--- src/rtl/apb_cmd_master.sv ---
// Command-queue APB master: buffers read/write commands in a small FIFO,
// runs each one as an APB SETUP/ACCESS transfer with a wait-state timeout,
// and hands back the result through a single-entry response register.
module apb_cmd_master #(
  parameter int ADDR_W     = 32,
  parameter int DATA_W     = 32,
  parameter int FIFO_DEPTH = 4,
  parameter int TIMEOUT    = 16
) (
  input  logic              pclk,
  input  logic              preset,
  input  logic              cmd_valid,
  output logic              cmd_ready,
  input  logic              cmd_write,
  input  logic [ADDR_W-1:0] cmd_addr,
  input  logic [DATA_W-1:0] cmd_wdata,
  output logic              psel,
  output logic              penable,
  output logic              pwrite,
  output logic [ADDR_W-1:0] paddr,
  output logic [DATA_W-1:0] pwdata,
  input  logic              pready,
  input  logic [DATA_W-1:0] prdata,
  output logic              rsp_valid,
  input  logic              rsp_ready,
  output logic              rsp_write,
  output logic [DATA_W-1:0] rsp_rdata,
  output logic              rsp_err,
  output logic              busy
);

  localparam int PTR_W  = $clog2(FIFO_DEPTH);
  localparam int CNT_W  = PTR_W + 1;
  localparam int WAIT_W = $clog2(TIMEOUT + 1);
  // Last ACCESS cycle that may still end normally; a low pready here aborts.
  localparam logic [WAIT_W-1:0] WAIT_LAST = WAIT_W'(TIMEOUT - 1);

  typedef enum logic [1:0] {IDLE, SETUP, ACCESS} state_t;

  state_t            state, state_nxt;
  logic [ADDR_W-1:0] fifo_addr  [FIFO_DEPTH];
  logic [DATA_W-1:0] fifo_wdata [FIFO_DEPTH];
  logic [FIFO_DEPTH-1:0] fifo_write;
  logic [PTR_W-1:0]  wr_ptr, rd_ptr;
  logic [CNT_W-1:0]  count;
  logic [WAIT_W-1:0] wait_cnt;
  logic              full, empty, push, pop, start, done, abort;

  assign full      = (count == CNT_W'(FIFO_DEPTH));
  assign empty     = (count == '0);
  assign cmd_ready = !full;
  // Refused while full even if the head pops on the same edge.
  assign push      = cmd_valid && !full;
  assign done      = (state == ACCESS) && pready;
  assign abort     = (state == ACCESS) && !pready && (wait_cnt == WAIT_LAST);
  assign pop       = done || abort;
  // Only start when the response slot will be free at completion time.
  assign start     = (state == IDLE) && !empty && (!rsp_valid || rsp_ready);
  // Only registered state feeds busy; no combinational input path.
  assign busy      = !empty || (state != IDLE);

  // Command storage; contents need no reset since count gates their use.
  always_ff @(posedge pclk) begin
    if (push) begin
      fifo_addr[wr_ptr]  <= cmd_addr;
      fifo_wdata[wr_ptr] <= cmd_wdata;
      fifo_write[wr_ptr] <= cmd_write;
    end
  end

  // FIFO pointers and occupancy; pointers wrap naturally at the power-of-two depth.
  always_ff @(posedge pclk or posedge preset) begin
    if (preset) begin
      wr_ptr <= '0;
      rd_ptr <= '0;
      count  <= '0;
    end else begin
      if (push) wr_ptr <= wr_ptr + PTR_W'(1);
      if (pop)  rd_ptr <= rd_ptr + PTR_W'(1);
      count <= count + CNT_W'(push) - CNT_W'(pop);
    end
  end

  // FSM state register.
  always_ff @(posedge pclk or posedge preset) begin
    if (preset) state <= IDLE;
    else        state <= state_nxt;
  end

  // Next-state and bus strobes from the current state.
  always_comb begin
    state_nxt = state;
    psel      = 1'b0;
    penable   = 1'b0;
    case (state)
      IDLE: begin
        if (start) state_nxt = SETUP;
      end
      SETUP: begin
        psel      = 1'b1;
        state_nxt = ACCESS;
      end
      ACCESS: begin
        psel    = 1'b1;
        penable = 1'b1;
        if (pop) state_nxt = IDLE;
      end
      default: state_nxt = IDLE;
    endcase
  end

  // APB address/data: loaded from the FIFO head on entry to SETUP, held otherwise.
  always_ff @(posedge pclk or posedge preset) begin
    if (preset) begin
      paddr  <= '0;
      pwrite <= 1'b0;
      pwdata <= '0;
    end else if (start) begin
      paddr  <= fifo_addr[rd_ptr];
      pwrite <= fifo_write[rd_ptr];
      if (fifo_write[rd_ptr]) pwdata <= fifo_wdata[rd_ptr];
    end
  end

  // Wait counter: cleared entering ACCESS, counts ACCESS cycles with pready low.
  always_ff @(posedge pclk or posedge preset) begin
    if (preset)                        wait_cnt <= '0;
    else if (state == SETUP)           wait_cnt <= '0;
    else if (state == ACCESS && !pready) wait_cnt <= wait_cnt + WAIT_W'(1);
  end

  // Response slot: a completion overwrites, otherwise a consume clears valid.
  always_ff @(posedge pclk or posedge preset) begin
    if (preset) begin
      rsp_valid <= 1'b0;
      rsp_write <= 1'b0;
      rsp_err   <= 1'b0;
      rsp_rdata <= '0;
    end else if (pop) begin
      rsp_valid <= 1'b1;
      rsp_write <= pwrite;
      rsp_err   <= abort;
      rsp_rdata <= (done && !pwrite) ? prdata : '0;
    end else if (rsp_valid && rsp_ready) begin
      rsp_valid <= 1'b0;
    end
  end

endmodule

--- config.mk ---
export PLATFORM = sky130hd
export DESIGN_NAME = apb_cmd_master
export DESIGN_NICKNAME = d
export VERILOG_FILES = /design/src/rtl/apb_cmd_master.sv
export SDC_FILE = /design/constraint.sdc
export NUM_CORES = 1
export LEC_CHECK = 0
export BUFFER_PORTS_ARGS = -buffer_cell sky130_fd_sc_hd__clkbuf_2
export CORE_MARGIN = 3
export CORE_UTILIZATION = 55
export DETAILED_ROUTE_END_ITERATION = 16
export GPL_TIMING_DRIVEN = 0
export MAX_ROUTING_LAYER = met4
export PLACE_DENSITY = 0.77
export SYNTH_ARGS = -nofsm -noshare
export SYNTH_HDL_FRONTEND = slang
export SYNTH_SLANG_ARGS = --single-unit
--- constraint.sdc ---
create_clock -name pclk -period 4.3 [get_ports pclk]
set_clock_uncertainty 0.05 [all_clocks]
set_input_delay 0.645 -clock pclk [delete_from_list [all_inputs] [get_ports pclk]]
set_output_delay 0.645 -clock pclk [all_outputs]
set_load 0.01 [all_outputs]
==> key figures <==
Floorplan
  – Die W: roughly 160 µm
  – Core Area: 0.0246 mm²
  – Initial Util: 0.565
  – Die Area: between 0.02 and 0.03 mm²
  – Row cnt: 57
  – I/O Pins: a little over 200
  – Die H: 165 µm

CTS
  – CTS Buf Count: 38
  – Clk sinks: 374
  – Clk pin slew, worst setup/hold paths: 60 ps
  – Worst-Skew Late Latency: 510 ps
  – Postcts setup bufs: 0
  – Clk buf depth: 3
  – CTS tree: done
  – H-tree depth: 2
  – CTS root buf: clkbuf_16
  – Post-CTS Hold Fix Bufs: 0
  – CTS resizes: 0

Global route
  – Vias in the first global route: 7220
  – Total gr overflow: 0
  – Met2 global-route usage: 0.338
  – First-pass GRT wire length: 41000 µm
  – Met3 Track Usage GR: 0.0419
  – Largest net degree at the start of global routing: 91
  – Routing usage on met1: 0.271
  – GRT Util Overall: 0.207
  – Initial antenna violation count: 1
  – Busiest metal layer after global routing: met2

Finish
  – Fin area: 0.0166 mm²
  – Nets@finish: 1000
  – Share of cells above drive strength 1: 0.435
  – Syn-to-layout area delta: 19.6%

Critical path
  – CP top delay family: adder cells
  – Most used cell, CP: ha_1
  – Critical Path Max Stage Delay: just under 600 ps
  – Slowest cell on crit path: o21ai_1
  – CP Capture Type: flip-flop
  – CP required: 4630 ps
  – Critical path, cell by cell: ha_1 -> and3_1 -> ha_1 -> o21ai_1 -> inv_1 -> ha_1 -> inv_1 -> ha_1 -> fa_1 -> xnor2_1
  – CP bufs+invs: 2
  – R2R depth: 10
  – Crit path max fanout: 9
  – Critical path class: reg -> reg
  – CP Depth: 10
  – WP data arrival: 3410 ps
  – Capturing point of the worst reg2reg path: count[2]
  – Critical Path Source Type: flip-flop
  – RR Startpoint: wait_cnt[0]
  – Reg2Reg Setup Slack: 1220 ps

Synthesis
  – Yosys top cell area share: 0.562
  – Area leader, netlist: edfxtp_1
  – Top cells by count, synth: edfxtp_1 (260), dfrtp_1 (114), mux2_2 (67)
  – Post-synth top flop: edfxtp_1
  – Post-synthesis sequential area ratio: 0.767
  – Post-synth EDFFs: 260
  – Syn Area/Cell: between 20 and 25 µm²
  – FF+latch count, synth: 374
  – Yosys cell types: 32
  – Synth async-reset ratio: 0.305
  – Post-synthesis cell area: between 0.01 and 0.015 mm²
  – Net Count, Synth: 750
  – Count leader, synth: edfxtp_1
  – Synth Warn #: 0
  – Cells after Synth: between 600 and 700
  – Synth top area cells: edfxtp_1 (56%), dfrtp_1 (21%), mux4_2 (7.9%)

Timing
  – Hold_ws: 53.0 ps
  – RSZ-0062 raised after global routing: false
  – Fin worst setup slack: 1220 ps
  – Tightest Pin Transition: 738 ps
  – Fin. max-slew vios: 0
  – Period utilization: 0.717
  – Final setup viols: 0
  – Maximum clock frequency: between 300 and 400 MHz
  – Slew margin rel.: 0.504
  – Min Tclk post-route: 3080 ps
  – Final hold violation count: 0

Power and ir drop
  – Gate power share: 0.306
  – Cell internal pwr: 8.55 mW
  – Clock power share: 0.253
  – Sequential share of power: 0.441
  – Power Dens Cells: a little over 700 mW/mm²
  – Power Total: 12.0 mW
  – Leakage: around 6.5 nW
  – IR Drop Worst-Case VDD: 0.000493 V
  – P_sw: about 3.5 mW
  – Sw frac: 0.290

Drt
  – Via count: 6838
  – Wire length per cell: ~22 µm
  – DRT Pass-1 Iters: 4
  – Remaining antenna violation count: 0
  – Final WL: 26700 µm
  – Via density: ~5.5
  – DR DRC count: 0
  – Initial drt markers: 364

Placement
  – Final HPWL DP: 16900 µm
  – Routability cong.: between 0.7 and 0.8
  – Setup WS pre-CTS: 1220 ps
  – Port bufs: around 200
  – Placed Area: roughly 0.015 mm²

Outcome
  – Status: finished, final reports clean

Run
  – MaxCap Viol Count: 0

Min path
  – Hold WC Path Type: in -> async
area by class of cell:
type,instances,area [µm²]
antenna,1,2.50
sequential,374,10700
buffer,28,191
multi-input combinational,221,3030
clock buffer,58,1070
inverter,12,50.0
clock inverter,11,82.6
tap,324,405
fill,1631,7970
timing repair buffer,210,1150
layer usage:
layer	up-vias	wire, µm	part of all wire
li1	3070	-	-
met1	3517	10900	0.41
met2	209	13700	0.51
met3	42	1560	0.058
met4	0	542	0.020
met5	-	0	0
through the flow:
step / std cells / utilization / TNS, ps
floorplan: 635 / - / 0
global placement: 1164 / 0.623 / -138330
detailed placement: 1169 / 0.629 / 0
CTS: 1238 / 0.676 / 0
global route: 1239 / 0.676 / 0
finish: 1239 / 0.676 / 0
how the worst max path moves through the flow:
stage,to,from
after global placement,paddr[17],preset
final,count[2],wait_cnt[0]
after CTS,count[2],wait_cnt[0]
after global routing,count[2],wait_cnt[0]
after detailed placement,count[2],wait_cnt[0]
after floorplan,count[0],preset
cells in the final DEF, fill, tap and decap left out, types with 12 or more instances in the layout:
cell type    n
mux4_1      16
dfrtp_1    114
clkbuf_2   205
clkbuf_1    28
mux2_2      67
ha_1        12
clkbuf_16   39
mux4_2      49
edfxtp_1   260
a22o_1      33
cell families (layout without fill, tap and decap cells):
logic type / Yosys count / count (layout) / synth area share
AO/OA/AOI/OAI: 37 / 37 / 0.0224
XOR/XNOR: 8 / 8 / 0.00504
adder cells (fa/ha/maj): 13 / 13 / 0.0122
buffers and inverters: 40 / 319 / 0.0170
flip-flops: 374 / 374 / 0.767
multiplexers: 133 / 133 / 0.165
other: 0 / 1 / 0
AND/OR/NAND/NOR: 30 / 30 / 0.0119
registers in the layout, summed over array words and instances, names as in the netlist, 3 cells and up:
name	cells
paddr	32
wait_cnt	5
count	3
pwdata	32
fifo_addr	128
fifo_wdata	128
rsp_rdata	32
fifo_write	4
power groups by stage:
stage | clock, mW | combinational, mW | sequential, mW
after floorplan | 0 | 2.28 | 5.53
after global placement | 0 | 3.61 | 5.41
after detailed placement | 0 | 3.77 | 5.38
after CTS | 3.12 | 3.79 | 5.32
after global routing | 3.28 | 4.03 | 5.40
final | 3.04 | 3.69 | 5.31
Note: power is estimated with default switching activity, not from simulation.
